File: src/rtl/led_shift_sequencer_if.sv
// Board-side bundle for the LED shift sequencer: KEY/SW inputs toward the
// sequencer and shift strobes/status back toward the shift register datapath.
interface led_shift_sequencer_if;
    logic btn_left;
    logic btn_right;
    logic sin_left;
    logic sin_right;
    logic run_sw;
    logic dir_sw;
    logic shift_left;
    logic shift_right;
    logic shift_bit;
    logic running;
    logic auto_dir;

    modport master (
        output btn_left, btn_right, sin_left, sin_right, run_sw, dir_sw,
        input  shift_left, shift_right, shift_bit, running, auto_dir
    );

    modport slave (
        input  btn_left, btn_right, sin_left, sin_right, run_sw, dir_sw,
        output shift_left, shift_right, shift_bit, running, auto_dir
    );
endinterface

File: src/rtl/led_shift_sequencer.sv
// Shift command sequencer: button edges and an auto-step timer arbitrated into
// one-cycle shift strobes. Define LED_SEQ_BOUNCE_EN for ping-pong auto direction.
module led_shift_sequencer #(
    parameter int WIDTH    = 8,
    parameter int TICK_DIV = 25_000_000,
    parameter int TICK_W   = 25
) (
    input  logic                  clk,
    input  logic                  reset,
    led_shift_sequencer_if.slave  bus
);

    typedef enum logic {IDLE, RUN} state_t;

    state_t            state;
    logic              l_r, l_rr, r_r, r_rr;
    logic              l_req, r_req;
    logic [TICK_W-1:0] tick_cnt;
    logic              pend;

    logic tick, auto_req, auto_fire, run_exit, dir_now, dir_nxt;

`ifdef LED_SEQ_BOUNCE_EN
    localparam int STEP_W = (WIDTH > 2) ? $clog2(WIDTH) : 1;
    logic [STEP_W-1:0] step_cnt;
    logic              rev, rev_nxt;
`endif

    always_comb begin
        tick      = (state == RUN) && bus.run_sw && (tick_cnt == TICK_W'(TICK_DIV - 1));
        auto_req  = (state == RUN) && bus.run_sw && (tick || pend);
        auto_fire = auto_req && !l_req && !r_req;
        run_exit  = (state == RUN) && !bus.run_sw;
`ifdef LED_SEQ_BOUNCE_EN
        rev_nxt = rev;
        if (run_exit)
            rev_nxt = 1'b0;
        else if (auto_fire && step_cnt == STEP_W'(WIDTH - 2))
            rev_nxt = ~rev;
        dir_now = bus.dir_sw ^ rev;
        dir_nxt = bus.dir_sw ^ rev_nxt;
`else
        dir_now = bus.dir_sw;
        dir_nxt = bus.dir_sw;
`endif
    end

    // Edge flags are registered once more so a press reaches the strobe with a
    // fixed two-cycle latency from the first sampling flop.
    always_ff @(posedge clk) begin
        if (!reset) begin
            state           <= IDLE;
            l_r             <= 1'b0;
            l_rr            <= 1'b0;
            r_r             <= 1'b0;
            r_rr            <= 1'b0;
            l_req           <= 1'b0;
            r_req           <= 1'b0;
            tick_cnt        <= '0;
            pend            <= 1'b0;
            bus.shift_left  <= 1'b0;
            bus.shift_right <= 1'b0;
            bus.shift_bit   <= 1'b0;
            bus.running     <= 1'b0;
            bus.auto_dir    <= 1'b0;
        end else begin
            l_r   <= bus.btn_left;
            l_rr  <= l_r;
            r_r   <= bus.btn_right;
            r_rr  <= r_r;
            l_req <= l_r & ~l_rr;
            r_req <= r_r & ~r_rr;

            bus.shift_left  <= 1'b0;
            bus.shift_right <= 1'b0;
            bus.shift_bit   <= 1'b0;
            bus.auto_dir    <= dir_nxt;

            case (state)
                IDLE: begin
                    if (bus.run_sw) begin
                        state       <= RUN;
                        bus.running <= 1'b1;
                        tick_cnt    <= '0;
                    end
                end
                RUN: begin
                    if (!bus.run_sw) begin
                        state       <= IDLE;
                        bus.running <= 1'b0;
                        tick_cnt    <= '0;
                        pend        <= 1'b0;
                    end else begin
                        tick_cnt <= tick ? '0 : tick_cnt + 1'b1;
                    end
                end
                default: state <= IDLE;
            endcase

            // A blocked auto request parks in pend; later ticks merge into it.
            if (l_req) begin
                bus.shift_left <= 1'b1;
                bus.shift_bit  <= bus.sin_left;
                if (auto_req) pend <= 1'b1;
            end else if (r_req) begin
                bus.shift_right <= 1'b1;
                bus.shift_bit   <= bus.sin_right;
                if (auto_req) pend <= 1'b1;
            end else if (auto_req) begin
                bus.shift_left  <= ~dir_now;
                bus.shift_right <= dir_now;
                bus.shift_bit   <= dir_now ? bus.sin_right : bus.sin_left;
                pend            <= 1'b0;
            end
        end
    end

`ifdef LED_SEQ_BOUNCE_EN
    always_ff @(posedge clk) begin
        if (!reset) begin
            step_cnt <= '0;
            rev      <= 1'b0;
        end else begin
            rev <= rev_nxt;
            if (run_exit)
                step_cnt <= '0;
            else if (auto_fire)
                step_cnt <= (step_cnt == STEP_W'(WIDTH - 2)) ? '0 : step_cnt + 1'b1;
        end
    end
`endif

endmodule

File: src/flat_wrapper.sv
// flat-port wrapper written by rule: the top's interface ports become plain ports
module led_shift_sequencer_flat 
#(
    parameter int WIDTH    = 8,
    parameter int TICK_DIV = 25_000_000,
    parameter int TICK_W   = 25
)
  (clk, reset, bus_btn_left, bus_btn_right, bus_sin_left, bus_sin_right, bus_run_sw, bus_dir_sw, bus_shift_left, bus_shift_right, bus_shift_bit, bus_running, bus_auto_dir);
  led_shift_sequencer_if bus_i ();
  input  logic clk;
  input  logic reset;
  input wire logic [$bits(bus_i.btn_left)-1:0] bus_btn_left;
  input wire logic [$bits(bus_i.btn_right)-1:0] bus_btn_right;
  input wire logic [$bits(bus_i.sin_left)-1:0] bus_sin_left;
  input wire logic [$bits(bus_i.sin_right)-1:0] bus_sin_right;
  input wire logic [$bits(bus_i.run_sw)-1:0] bus_run_sw;
  input wire logic [$bits(bus_i.dir_sw)-1:0] bus_dir_sw;
  output wire logic [$bits(bus_i.shift_left)-1:0] bus_shift_left;
  output wire logic [$bits(bus_i.shift_right)-1:0] bus_shift_right;
  output wire logic [$bits(bus_i.shift_bit)-1:0] bus_shift_bit;
  output wire logic [$bits(bus_i.running)-1:0] bus_running;
  output wire logic [$bits(bus_i.auto_dir)-1:0] bus_auto_dir;
  assign bus_i.btn_left = bus_btn_left;
  assign bus_i.btn_right = bus_btn_right;
  assign bus_i.sin_left = bus_sin_left;
  assign bus_i.sin_right = bus_sin_right;
  assign bus_i.run_sw = bus_run_sw;
  assign bus_i.dir_sw = bus_dir_sw;
  assign bus_shift_left = bus_i.shift_left;
  assign bus_shift_right = bus_i.shift_right;
  assign bus_shift_bit = bus_i.shift_bit;
  assign bus_running = bus_i.running;
  assign bus_auto_dir = bus_i.auto_dir;
  led_shift_sequencer #(.WIDTH(WIDTH), .TICK_DIV(TICK_DIV), .TICK_W(TICK_W)) u_core (.clk(clk), .reset(reset), .bus(bus_i));
endmodule
File: config.mk
export PLATFORM = sky130hd
export DESIGN_NAME = led_shift_sequencer_flat
export DESIGN_NICKNAME = d
export VERILOG_FILES = /design/src/rtl/led_shift_sequencer_if.sv /design/src/rtl/led_shift_sequencer.sv /design/src/flat_wrapper.sv
export SDC_FILE = /design/constraint.sdc
export NUM_CORES = 1
export LEC_CHECK = 0
export ABC_AREA = 1
export CAP_MARGIN = 10
export CORE_ASPECT_RATIO = 0.6
export CORE_UTILIZATION = 40
export CTS_CLUSTER_SIZE = 10
export DETAILED_ROUTE_END_ITERATION = 6
export PLACE_DENSITY = 0.63
export SLEW_MARGIN = 20
export SYNTH_ARGS = -nofsm -noshare
export SYNTH_HDL_FRONTEND = slang
export SYNTH_SLANG_ARGS = --single-unit
File: constraint.sdc
create_clock -name clk -period 1.6 [get_ports clk]
set_input_delay 0.16 -clock clk [delete_from_list [all_inputs] [get_ports clk]]
set_output_delay 0.16 -clock clk [all_outputs]
set_load 0.01 [all_outputs]
==> flow_summary.ini <==
[run_status]
status = finished clean

[yosys]
yosysTopAreaCell = dfxtp_1
synth_cell_type_count = 29
synth_compound_area_share_pct = 13.06
netlist_instances = 314
synth_top_family_by_area = simple AND/OR/NAND/NOR gates
synth_xor_area_share_pct = 1.270
ys_seq_area_share_pct = 36.76
avgSynthCellArea_sq_um = 6.591
synth_fa_ha_area_share_pct = 1.814
yosys.area_share.simple_pct = 38.21
syn-cell-area_sq_um = 2069
syn_nets = 325
synth_top_area_share_pct = 36.76
synth_area_leaders = dfxtp_1, nand2_1, a21oi_1, nor2_1, inv_1
ys_ff_latch = 38
synthMuxAreaShare_pct = 0.4837
yosys_warnings = 0

[place]
dpl-instance-area_sq_um = 2430
place_hpwl_um = 4029
place_worst_setup_slack_ns = -0.3465
port-buffer-count = 12
place_congestion = 0.8781

[die]
dieArea_sq_um = 5475
pin_count = 13
start_util_pct = 43.31
placeableCoreArea_sq_um = 4778
rows = 19
die_w_um = 94.86
die-height_um = 57.72

[drt]
wl_per_cell_um = 12.92
vias = 2043
drt-pass1-iter-count = 5
antenna_left = 0
drt_iter0_drc = 179
postRouteWirelength_um = 5389
routed_via_density = 4.899
drc = 0

[global_route]
gr-usage-all-layers_pct = 21.44
antenna_found_initial = 0
grt_pass1_wl_um = 8618
grt_pass1_vias = 1695
grt_max_degree = 24
grt_overflow = 0

[setup_path]
worst_path_most_repeated_cell = nand2_1
crit_path_max_incr_delay_ns = 0.35
cp.buffers_inverters = 2
required_ns = 1.84
path_delay_family = simple AND/OR/NAND/NOR gates
end_kind = flop
cp-start-kind = flop
slowest_stage = dfxtp_2
path_cells = buf_4, nand3_4, nor2_4, buf_6, nand2_1, nor2_2, nand2_1, nand2_1, nand3_1, a21oi_1
arrival_ns = 1.75
cp_max_fo = 3
path_class = flop to flop

[pwr]
power_density_nw_per_um2 = 783.0
ir_drop_mv = 0.4812
p_total_mw = 2.106
p_leak_nw = 1.040

[clocking]
cts_sinks = 38
cts_buffer_depth = 2
cts.root.buffer_cell = clkbuf_8
cts_tree = built
cts-buffers-inserted = 5
cts_htree_levels = 2
postCtsHoldBufs = 0
worstSkewPairLatency_ns = 0.30
clk_pin_slew_ns = 0.09

[sta]
fin_crit_ns = 1.515
layout_setup_ws_ns = 0.08528
tightest_slew_ns = 0.2595
hold_viol = 0
drv_slew = 0
max_clock_freq_ghz = 0.6602
period_share_pct = 94.67
fin_skew_ns = 0.01094
relSlewSlack_pct = 82.57
finalSetupViolCount = 0

[cells_and_area]
final_core_util_pct = 56.30
drive_above_1_share_pct = 22.03
n_antenna_cell = 0
layout_commonest_cell = nand2_1
areaGrowthSynthToFinish_pct = 29.99
fin_nets = 364
final_cell_mix = nand2_1, inv_1, nor2_1
fin_area_sq_um = 2690

[job]
cap_viol_max_count = 0

[worst_hold_path]
min_path_type = primary input to flop
==> worst register-to-register path: cells and delay by family, from the launching register on <==
kind            cells  cell delay, ns
simple gates        7            0.70
flops               1            0.35
buf+inv             2            0.26
compound gates      1            0.13
==> power breakdown <==
group | internal (mW) | switching (mW) | leakage (nW)
logic | 0.0640 | 0.0766 | 0.659
registers | 0.960 | 0.00882 | 0.313
clock network | 0.625 | 0.372 | 0.0683
total | 1.65 | 0.457 | 1.04
==> what timing repair did <==
| action | in CTS | in global routing |
|---|---|---|
| gates resized for setup | 2 | 29 |
| setup buffers | 0 | 2 |
| setup endpoints to repair | 8 | 28 |
| pin swaps | 0 | 7 |
==> routing by layer <==
metal  up-vias  global-route usage (%)  part of all wire (%)
met5         -                       0                     0
met4         0                   7.143                  0.82
met3         5                   4.724                   6.9
met2        54                   26.00                    36
met1       907                   35.32                    56
li1       1077                       -                     -
==> cells by family (layout without fill, tap and decap cells) <==
group	count (synthesis)	count (layout)
AND/OR/NAND/NOR	177	177
flip-flops	38	38
buffers and inverters	43	83
adder cells (fa/ha/maj)	3	3
multiplexers	1	1
XOR/XNOR	3	3
AO/OA/AOI/OAI	49	49
==> through the flow <==
step,cells,setup TNS [ns],hold slack [ns]
CTS,415,0,0.3749
floorplan,314,0,0.2535
finish,417,0,0.3799
global route,417,-0.03794,0.3925
detailed placement,407,-7.399,0.3746
global placement,407,-5.513,0.3732
==> flip-flops by register name (all words and copies together), names as in the netlist <==
name and count:
u_core.bus.auto_dir 1, u_core.bus.running 1, u_core.bus.shift_bit 1, u_core.bus.shift_left 1, u_core.bus.shift_right 1, u_core.l_r 1
u_core.l_req 1, u_core.l_rr 1, u_core.pend 1, u_core.r_r 1, u_core.r_req 1, u_core.r_rr 1
u_core.state 1, u_core.tick_cnt 25
==> Yosys cell counts (all sizes together) <==
master / instances
a21o: 1
a21oi: 31
buf: 3
clkbuf: 4
clkinv: 1
dfxtp: 38
ha: 3
inv: 35
mux2i: 1
nand2: 100
nand3: 21
nand4: 5
nor2: 46
nor3: 4
o211a: 1
o21a: 1
o21ai: 15
or2: 1
xor2: 3
==> final timing paths <==
| kind | cells past startpoint | slack, ns | to | startpoint |
|---|---|---|---|---|
| worst max-delay path | 10 | 0.09 | u_core.tick_cnt[23] | u_core.tick_cnt[0] |
| worst min-delay path | 3 | 0.38 | u_core.r_r | bus_btn_right |
| worst max register to register | 10 | 0.09 | u_core.tick_cnt[23] | u_core.tick_cnt[0] |
| worst min register to register | 1 | 0.38 | u_core.r_req | u_core.r_rr |
==> area by class of cell <==
type                    instances  area, sq um
repair buffers                 39        342.8
well taps                      63        78.83
inverters                      36        135.1
multi-input cells             233         1224
flip-flops and latches         38        772.0
clock inverters                 3        68.82
clock buffers                   5        68.82
fillers                       452         2088
Note: power is estimated with default switching activity, not from simulation.
